**src/rtl/dll_lock_monitor_if.sv**
```systemverilog
// Lock-monitor port bundle: raw DLL status and stats clear in, fabric reset and lock statistics out.
// The monitor takes the slave modport; whoever drives locked/clr_stat takes master.
interface dll_lock_monitor_if #(
    parameter int CNT_W = 8
);
    logic             locked;
    logic             clr_stat;
    logic             sys_rst_n;
    logic             clk_ok;
    logic             lost_pulse;
    logic             lost_flag;
    logic [CNT_W-1:0] unlock_cnt;
    logic             dll_rst_req;

    modport master (
        output locked, clr_stat,
        input  sys_rst_n, clk_ok, lost_pulse, lost_flag, unlock_cnt, dll_rst_req
    );

    modport slave (
        input  locked, clr_stat,
        output sys_rst_n, clk_ok, lost_pulse, lost_flag, unlock_cnt, dll_rst_req
    );
endinterface

```
**src/rtl/dll_lock_monitor.sv**
```systemverilog
// DLL lock monitor: synchronises locked, qualifies it (stable + hold window), drives sys_rst_n and lock-loss stats.
// Latency: release 2+STABLE+HOLD+1 cycles after first locked sample; loss seen 3 cycles after sample. No backpressure.
// Optional DLL_LOCK_TIMEOUT_EN builds a WAIT_LOCK timeout that pulses dll_rst_req.
module dll_lock_monitor #(
    parameter int STABLE_CYCLES  = 1024,
    parameter int HOLD_CYCLES    = 16,
    parameter int CNT_W          = 8,
    parameter int TIMEOUT_CYCLES = 1048576
) (
    input  logic               clkin,
    input  logic               rst_n,
    dll_lock_monitor_if.slave  bus
);

    typedef enum logic [2:0] {
        WAIT_LOCK = 3'd0,
        STABILIZE = 3'd1,
        HOLD      = 3'd2,
        RUN       = 3'd3,
        LOST      = 3'd4
    } state_t;

    if (STABLE_CYCLES < 1 || STABLE_CYCLES > 65535 || HOLD_CYCLES < 1 ||
        HOLD_CYCLES > 255 || CNT_W < 1 || TIMEOUT_CYCLES < 1) begin : g_param_err
        $error("dll_lock_monitor: parameter out of range");
    end

    localparam logic [15:0]      STAB_MAX = 16'(STABLE_CYCLES);
    localparam logic [7:0]       HOLD_MAX = 8'(HOLD_CYCLES);
    localparam logic [CNT_W-1:0] CNT_SAT  = {CNT_W{1'b1}};

    logic             locked_m, locked_s;
    state_t           state, state_nxt;
    logic [15:0]      stab_cnt, stab_nxt;
    logic [7:0]       hold_cnt, hold_nxt;
    logic             sys_rst_n_q, clk_ok_q, lost_pulse_q, lost_flag_q;
    logic [CNT_W-1:0] unlock_cnt_q;

    // locked is asynchronous to clkin
    always_ff @(posedge clkin or negedge rst_n) begin
        if (!rst_n) begin
            locked_m <= 1'b0;
            locked_s <= 1'b0;
        end else begin
            locked_m <= bus.locked;
            locked_s <= locked_m;
        end
    end

    always_ff @(posedge clkin or negedge rst_n) begin
        if (!rst_n) begin
            state    <= WAIT_LOCK;
            stab_cnt <= '0;
            hold_cnt <= '0;
        end else begin
            state    <= state_nxt;
            stab_cnt <= stab_nxt;
            hold_cnt <= hold_nxt;
        end
    end

    always_comb begin
        state_nxt = state;
        stab_nxt  = stab_cnt;
        hold_nxt  = hold_cnt;
        case (state)
            WAIT_LOCK: begin
                stab_nxt = '0;
                hold_nxt = '0;
                if (locked_s) begin
                    state_nxt = STABILIZE;
                    stab_nxt  = 16'd1;
                end
            end
            STABILIZE: begin
                if (!locked_s) begin
                    state_nxt = WAIT_LOCK;
                    stab_nxt  = '0;
                end else if (stab_cnt == STAB_MAX) begin
                    state_nxt = HOLD;
                    stab_nxt  = '0;
                    hold_nxt  = 8'd1;
                end else begin
                    stab_nxt = stab_cnt + 16'd1;
                end
            end
            HOLD: begin
                if (!locked_s) begin
                    state_nxt = WAIT_LOCK;
                    hold_nxt  = '0;
                end else if (hold_cnt == HOLD_MAX) begin
                    state_nxt = RUN;
                    hold_nxt  = '0;
                end else begin
                    hold_nxt = hold_cnt + 8'd1;
                end
            end
            RUN: begin
                if (!locked_s) state_nxt = LOST;
            end
            LOST: begin
                state_nxt = WAIT_LOCK;
            end
            default: begin
                state_nxt = WAIT_LOCK;
                stab_nxt  = '0;
                hold_nxt  = '0;
            end
        endcase
    end

    // Outputs are a registered decode of the state register, giving the extra release/loss cycle.
    always_ff @(posedge clkin or negedge rst_n) begin
        if (!rst_n) begin
            sys_rst_n_q  <= 1'b0;
            clk_ok_q     <= 1'b0;
            lost_pulse_q <= 1'b0;
            lost_flag_q  <= 1'b0;
            unlock_cnt_q <= '0;
        end else begin
            sys_rst_n_q  <= (state == RUN);
            clk_ok_q     <= (state == RUN);
            lost_pulse_q <= (state == LOST);
            if (state == LOST) begin
                // A clear landing on a loss still records that loss.
                lost_flag_q <= 1'b1;
                if (bus.clr_stat)
                    unlock_cnt_q <= {{(CNT_W-1){1'b0}}, 1'b1};
                else if (unlock_cnt_q != CNT_SAT)
                    unlock_cnt_q <= unlock_cnt_q + 1'b1;
            end else if (bus.clr_stat) begin
                lost_flag_q  <= 1'b0;
                unlock_cnt_q <= '0;
            end
        end
    end

`ifdef DLL_LOCK_TIMEOUT_EN
    localparam int              TO_W   = $clog2(TIMEOUT_CYCLES + 1);
    localparam logic [TO_W-1:0] TO_END = TO_W'(TIMEOUT_CYCLES - 1);

    logic [TO_W-1:0] to_cnt;
    logic            dll_rst_req_q;

    always_ff @(posedge clkin or negedge rst_n) begin
        if (!rst_n) begin
            to_cnt        <= '0;
            dll_rst_req_q <= 1'b0;
        end else if (state != WAIT_LOCK) begin
            to_cnt        <= '0;
            dll_rst_req_q <= 1'b0;
        end else if (to_cnt == TO_END) begin
            to_cnt        <= '0;
            dll_rst_req_q <= 1'b1;
        end else begin
            to_cnt        <= to_cnt + 1'b1;
            dll_rst_req_q <= 1'b0;
        end
    end

    assign bus.dll_rst_req = dll_rst_req_q;
`else
    assign bus.dll_rst_req = 1'b0;
`endif

    assign bus.sys_rst_n  = sys_rst_n_q;
    assign bus.clk_ok     = clk_ok_q;
    assign bus.lost_pulse = lost_pulse_q;
    assign bus.lost_flag  = lost_flag_q;
    assign bus.unlock_cnt = unlock_cnt_q;

endmodule

```
**src/flat_wrapper.sv**
```systemverilog
// flat-port wrapper written by rule: the top's interface ports become plain ports
module dll_lock_monitor_flat 
#(
    parameter int STABLE_CYCLES  = 1024,
    parameter int HOLD_CYCLES    = 16,
    parameter int CNT_W          = 8,
    parameter int TIMEOUT_CYCLES = 1048576
)
  (clkin, rst_n, bus_locked, bus_clr_stat, bus_sys_rst_n, bus_clk_ok, bus_lost_pulse, bus_lost_flag, bus_unlock_cnt, bus_dll_rst_req);
  dll_lock_monitor_if #(.CNT_W(CNT_W)) bus_i ();
  input  logic clkin;
  input  logic rst_n;
  input wire logic [$bits(bus_i.locked)-1:0] bus_locked;
  input wire logic [$bits(bus_i.clr_stat)-1:0] bus_clr_stat;
  output wire logic [$bits(bus_i.sys_rst_n)-1:0] bus_sys_rst_n;
  output wire logic [$bits(bus_i.clk_ok)-1:0] bus_clk_ok;
  output wire logic [$bits(bus_i.lost_pulse)-1:0] bus_lost_pulse;
  output wire logic [$bits(bus_i.lost_flag)-1:0] bus_lost_flag;
  output wire logic [$bits(bus_i.unlock_cnt)-1:0] bus_unlock_cnt;
  output wire logic [$bits(bus_i.dll_rst_req)-1:0] bus_dll_rst_req;
  assign bus_i.locked = bus_locked;
  assign bus_i.clr_stat = bus_clr_stat;
  assign bus_sys_rst_n = bus_i.sys_rst_n;
  assign bus_clk_ok = bus_i.clk_ok;
  assign bus_lost_pulse = bus_i.lost_pulse;
  assign bus_lost_flag = bus_i.lost_flag;
  assign bus_unlock_cnt = bus_i.unlock_cnt;
  assign bus_dll_rst_req = bus_i.dll_rst_req;
  dll_lock_monitor #(.STABLE_CYCLES(STABLE_CYCLES), .HOLD_CYCLES(HOLD_CYCLES), .CNT_W(CNT_W), .TIMEOUT_CYCLES(TIMEOUT_CYCLES)) u_core (.clkin(clkin), .rst_n(rst_n), .bus(bus_i));
endmodule
```
**config.mk**
```make
export PLATFORM = sky130hd
export DESIGN_NAME = dll_lock_monitor_flat
export DESIGN_NICKNAME = d
export VERILOG_FILES = /design/src/rtl/dll_lock_monitor_if.sv /design/src/rtl/dll_lock_monitor.sv /design/src/flat_wrapper.sv
export SDC_FILE = /design/constraint.sdc
export NUM_CORES = 1
export LEC_CHECK = 0
export ABC_AREA = 1
export CAP_MARGIN = 10
export CORE_MARGIN = 8
export CORE_UTILIZATION = 30
export CTS_CLUSTER_DIAMETER = 80
export CTS_CLUSTER_SIZE = 8
export DETAILED_ROUTE_END_ITERATION = 10
export GPL_ROUTABILITY_DRIVEN = 0
export SLEW_MARGIN = 20
export SYNTH_ARGS = -nofsm -noshare
export SYNTH_HDL_FRONTEND = slang
export SYNTH_SLANG_ARGS = --single-unit
export TNS_END_PERCENT = 50
```
**constraint.sdc**
```tcl
create_clock -name clkin -period 2.6 [get_ports clkin]
set_input_delay 0.52 -clock clkin [delete_from_list [all_inputs] [get_ports clkin]]
set_output_delay 0.52 -clock clkin [all_outputs]
set_load 0.01 [all_outputs]
```
==> results by stage <==
Setup path:
- In this run the worst path has a maximum fanout of 6.
- The timing startpoint of the critical path is u_core.bus.unlock_cnt[4].
- STA puts the critical path data arrival time at 1.31 ns.
- The critical path class is reg2out.
- The worst register-to-register path ends at u_core.hold_cnt[2].
- The startpoint identified for the worst register-to-register timing path is u_core.locked_s.
- The largest individual stage delay along the critical path comes from the cell clkdlybuf4s50_1.
- Walking the worst path, the cells encountered are clkdlybuf4s50_1.
- The required time at the worst-slack endpoint is 2.08 ns.
- In this run the worst setup path terminates at bus_unlock_cnt[4].
- Together, buffers and inverters on the worst path number 1.
- The family of cells with the greatest summed delay on the critical path is buffers and inverters.
- The type of origin of the critical path is a flop.
- The largest single stage delay on the critical path is 0.58 ns.
- STA classifies the critical path endpoint as an output pin.
- The logic depth of the worst setup path including buffers is 1.
- The worst setup slack for register-to-register paths is 0.96 ns.
- The path depth of the worst reg2reg path is 5.

STA:
- The top achievable clock speed is 546.9 MHz.
- The hold violation count in the final report came to 0.
- Of the available clock period, the critical path in the final layout requires 70.33%.
- Setup repair after global routing left no endpoint under its margin.
- Across the routed clock network, the largest skew measured is 0.002617 ns.
- Counting I/O delays and the setup requirement, the final critical path takes 1.829 ns.
- The max-slew violation count came to 0.
- Setup violations remaining at the end of the flow were counted as 0.
- In the final timing run, aggregate negative setup slack is 0 ns.
- The final worst setup slack is 0.7715 ns.

Power and ir drop:
- In this run the power spent charging and discharging nets is 0.0006999 W.
- The net switching share of the total power is 39.49%.
- Cell internal power was estimated by the tool at 0.001072 W.
- The analysis attributes to cell leakage a power of 1.255 nW.
- The maximum VDD drop is 0.0004545 V.
- The clock network accounts for 25.1% of the total power.
- The sequential group share of total power is 42.1%.
- Combinational logic burns 32.8% of the power.
- The power density of the placed cells is 662.4 nW/µm².

Clock network:
- The clock net in this run drives a total of 40 sinks.
- The number of gates resized after cts is 0.
- The clock slew seen by the registers of the worst setup and hold paths is 0.08 ns.
- The clock tree root buffer cell is clkbuf_8.
- The number of clock buffers inserted by TritonCTS is 5.
- TritonCTS built the clock tree.
- The maximum buffer depth of the clock tree is 2.
- The number of setup buffers added after CTS is 0.
- The total of hold buffers inserted after clock tree synthesis is 0.
- For the worst-skew pair, the clock arrives at the later sink with an insertion delay of 0.30 ns.
- The clock tree synthesis step divided the H-tree into 2 levels.

Route:
- The residual antenna-violating net count after detailed routing is 0.
- The DRC violation count after routing is 0.
- Using the TritonRoute via totals, the vias-per-cell ratio works out to 4.692.
- Summed over all nets, wire length on met2 after detailed routing comes to 2.232 mm.
- The length of routed wiring on met1 is 2.684 mm.
- Wire segments on met3 add up to 200 µm in the final route.
- The via count is 2069.
- The number of search-and-repair iterations in the first detailed-routing pass is 4.
- Dividing the detail-routed wire length by the instance count gives 11.73 µm.
- The total wirelength of the detailed-routed design is 5.174 mm.
- The first routing iteration left 198 violations.
- The highest metal layer carrying signal wires in the routed design is met4.

Synthesis:
- The xor/xnor cell area share of the yosys netlist is 1.503%.
- The cell area after technology mapping is 2331 µm².
- The number of instances in the synthesized netlist is 319.
- The synthesized net count is 328.
- Counting distinct cell types in the post-synthesis netlist gives 32.
- The number of flip-flops and latches in the synthesized netlist is 40.
- The synthesized netlist devotes 8.320% of its cell area to compound gates.
- Multiplexer cells account for 0% of the synthesized area.
- The synthesized area per cell is 7.307 µm².
- The simple-gate portion of the synthesized area is 36.02%.
- During synthesis, Yosys emitted a total of 0 warnings.
- Summing the areas of all fa, ha and maj instances in the mapped netlist gives 2.684% of the synthesized area.
- Sequential cells were found to cover 42.94% of the synthesized design area.
- The dominant combinational cell family by area after synthesis is simple AND/OR/NAND/NOR gates.

Cells and area:
- The most common library cell in the layout ignoring fill and taps is nand2_1.
- The count of nets after finishing is 347.
- 0 antenna diodes ended up in the layout.
- In the layout the commonest cells are 87 x nand2_1, 43 x nor2_1, 40 x inv_1, 40 x dfrtp_1, 24 x nand3_1.
- The area growth from synthesis to final layout is 14.76%.
- The fraction of final layout cells with drive strength greater than 1 is 6.490%.
- Counting the fill cells in the layout gives 794.

Die:
- The overall die height is 104.1 µm.
- The total I/O pin count is 17.
- Once the floorplan was initialized, standard cells occupied 30.48% of the core.
- The floorplan step defined a core boundary enclosing 7647 µm².
- The floorplan has 32 rows.
- The die covers 10850 µm².
- From left edge to right edge, the die measures 104.1 µm.

Hold path:
- The worst hold path belongs to the class in2async.

Run:
- The number of maximum-capacitance violations is 0.

Run status:
- The flow ran to the end, and the final reports show no timing, DRC or antenna violations.

Placement:
- Before CTS, the worst setup slack after placement is 0.6598 ns.
- During placement, the flow inserted port buffers numbering 15.
- The sum of net half-perimeters after detailed placement is 3.758 mm.

GRT:
- For this run the aggregate overflow at the end of global routing stands at 0.
- The total routing resource utilization after global routing is 9.671%.
- The initial antenna violation count is 0.
- The via count of the first global-routing pass is 1994.
- The first global-routing pass estimated 8.894 mm of wire.
- The maximum number of pins on one net before global-route repair is 26.
logic make-up (layout without fill, tap and decap cells):
logic type	after synthesis	in the layout
adder cells (fa/ha/maj)	5	5
AO/OA/AOI/OAI	35	35
XOR/XNOR	4	4
AND/OR/NAND/NOR	186	186
other	1	1
buffers and inverters	48	68
flip-flops	40	40
synthesized netlist by cell type, drive strengths merged:
library cell	number	area share (%)
o21ai	23	4.9
clkbuf	1	0.16
dfrtp	40	43
o2111ai	1	0.38
o21bai	1	0.32
nor3	5	1.6
xnor2	2	0.75
xor2	2	0.75
inv	44	7.1
nand2	89	15
a31oi	1	0.27
o211ai	1	0.32
nand3	28	7.2
o41ai	1	0.38
nand3b	2	0.64
nand4	17	4.6
nor3b	1	0.32
nor2	44	7.2
ha	5	2.7
a21oi	5	1.1
conb	1	0.16
a31o	1	0.38
buf	3	1.1
o22ai	1	0.27
power groups by stage:
stage | Combinational, W | Sequential [W] | Clock, W
after global placement | 0.000582 | 0.000757 | 0
final | 0.000581 | 0.000747 | 0.000445
after floorplan | 0.000439 | 0.000750 | 0
after global routing | 0.000666 | 0.000755 | 0.000480
after CTS | 0.000591 | 0.000747 | 0.000456
after detailed placement | 0.000586 | 0.000760 | 0
layout make-up:
type	count	area, µm²	area share (%)
Clock buffer	7	86.33	3.227
Clock inverter	1	7.507	0.2806
Inverter	44	165.2	6.174
Multi-Input combinational cell	231	1135	42.42
Sequential cell	40	1001	37.42
Tap cell	102	127.6	4.771
Timing Repair Buffer	16	152.6	5.706
layer usage:
layer  global-route usage, %  vias to the layer above
met5                       0                        -
met1                   12.76                      958
met2                   14.94                       34
met3                   2.726                        5
met4                   2.896                        0
li1                        -                     1072
state kept, by name (all words and copies together) (netlist names):
name                   flops
u_core.locked_s            1
u_core.locked_m            1
u_core.bus.lost_flag       1
u_core.state               3
u_core.bus.unlock_cnt      8
u_core.stab_cnt           16
u_core.hold_cnt            8
u_core.bus.clk_ok          1
u_core.bus.lost_pulse      1
worst min path at each step:
stage / start / end / slack (ns) / cells after the start
after floorplan: rst_n / u_core.bus.clk_ok / 0.22 / 0
after global placement: u_core.locked_m / u_core.locked_s / 0.33 / 0
after detailed placement: u_core.locked_m / u_core.locked_s / 0.34 / 0
after CTS: rst_n / u_core.stab_cnt[0] / 0.13 / 1
after global routing: rst_n / u_core.bus.unlock_cnt[5] / 0.15 / 1
final: rst_n / u_core.bus.unlock_cnt[7] / 0.12 / 1
metrics by stage:
stage	power (W)	hold WS (ns)	util (%)	cell area [µm²]	std cells
final	0.001772	0.1217	34.98	2675	441
after CTS	0.001795	0.1339	34.98	2675	441
after global placement	0.001339	0.3349	33.75	2581	433
after global routing	0.001901	0.1486	34.98	2675	441
after detailed placement	0.001346	0.3450	33.75	2581	433
after floorplan	0.001189	0.2244	-	2331	319
Power figures use the tool's default switching activity.
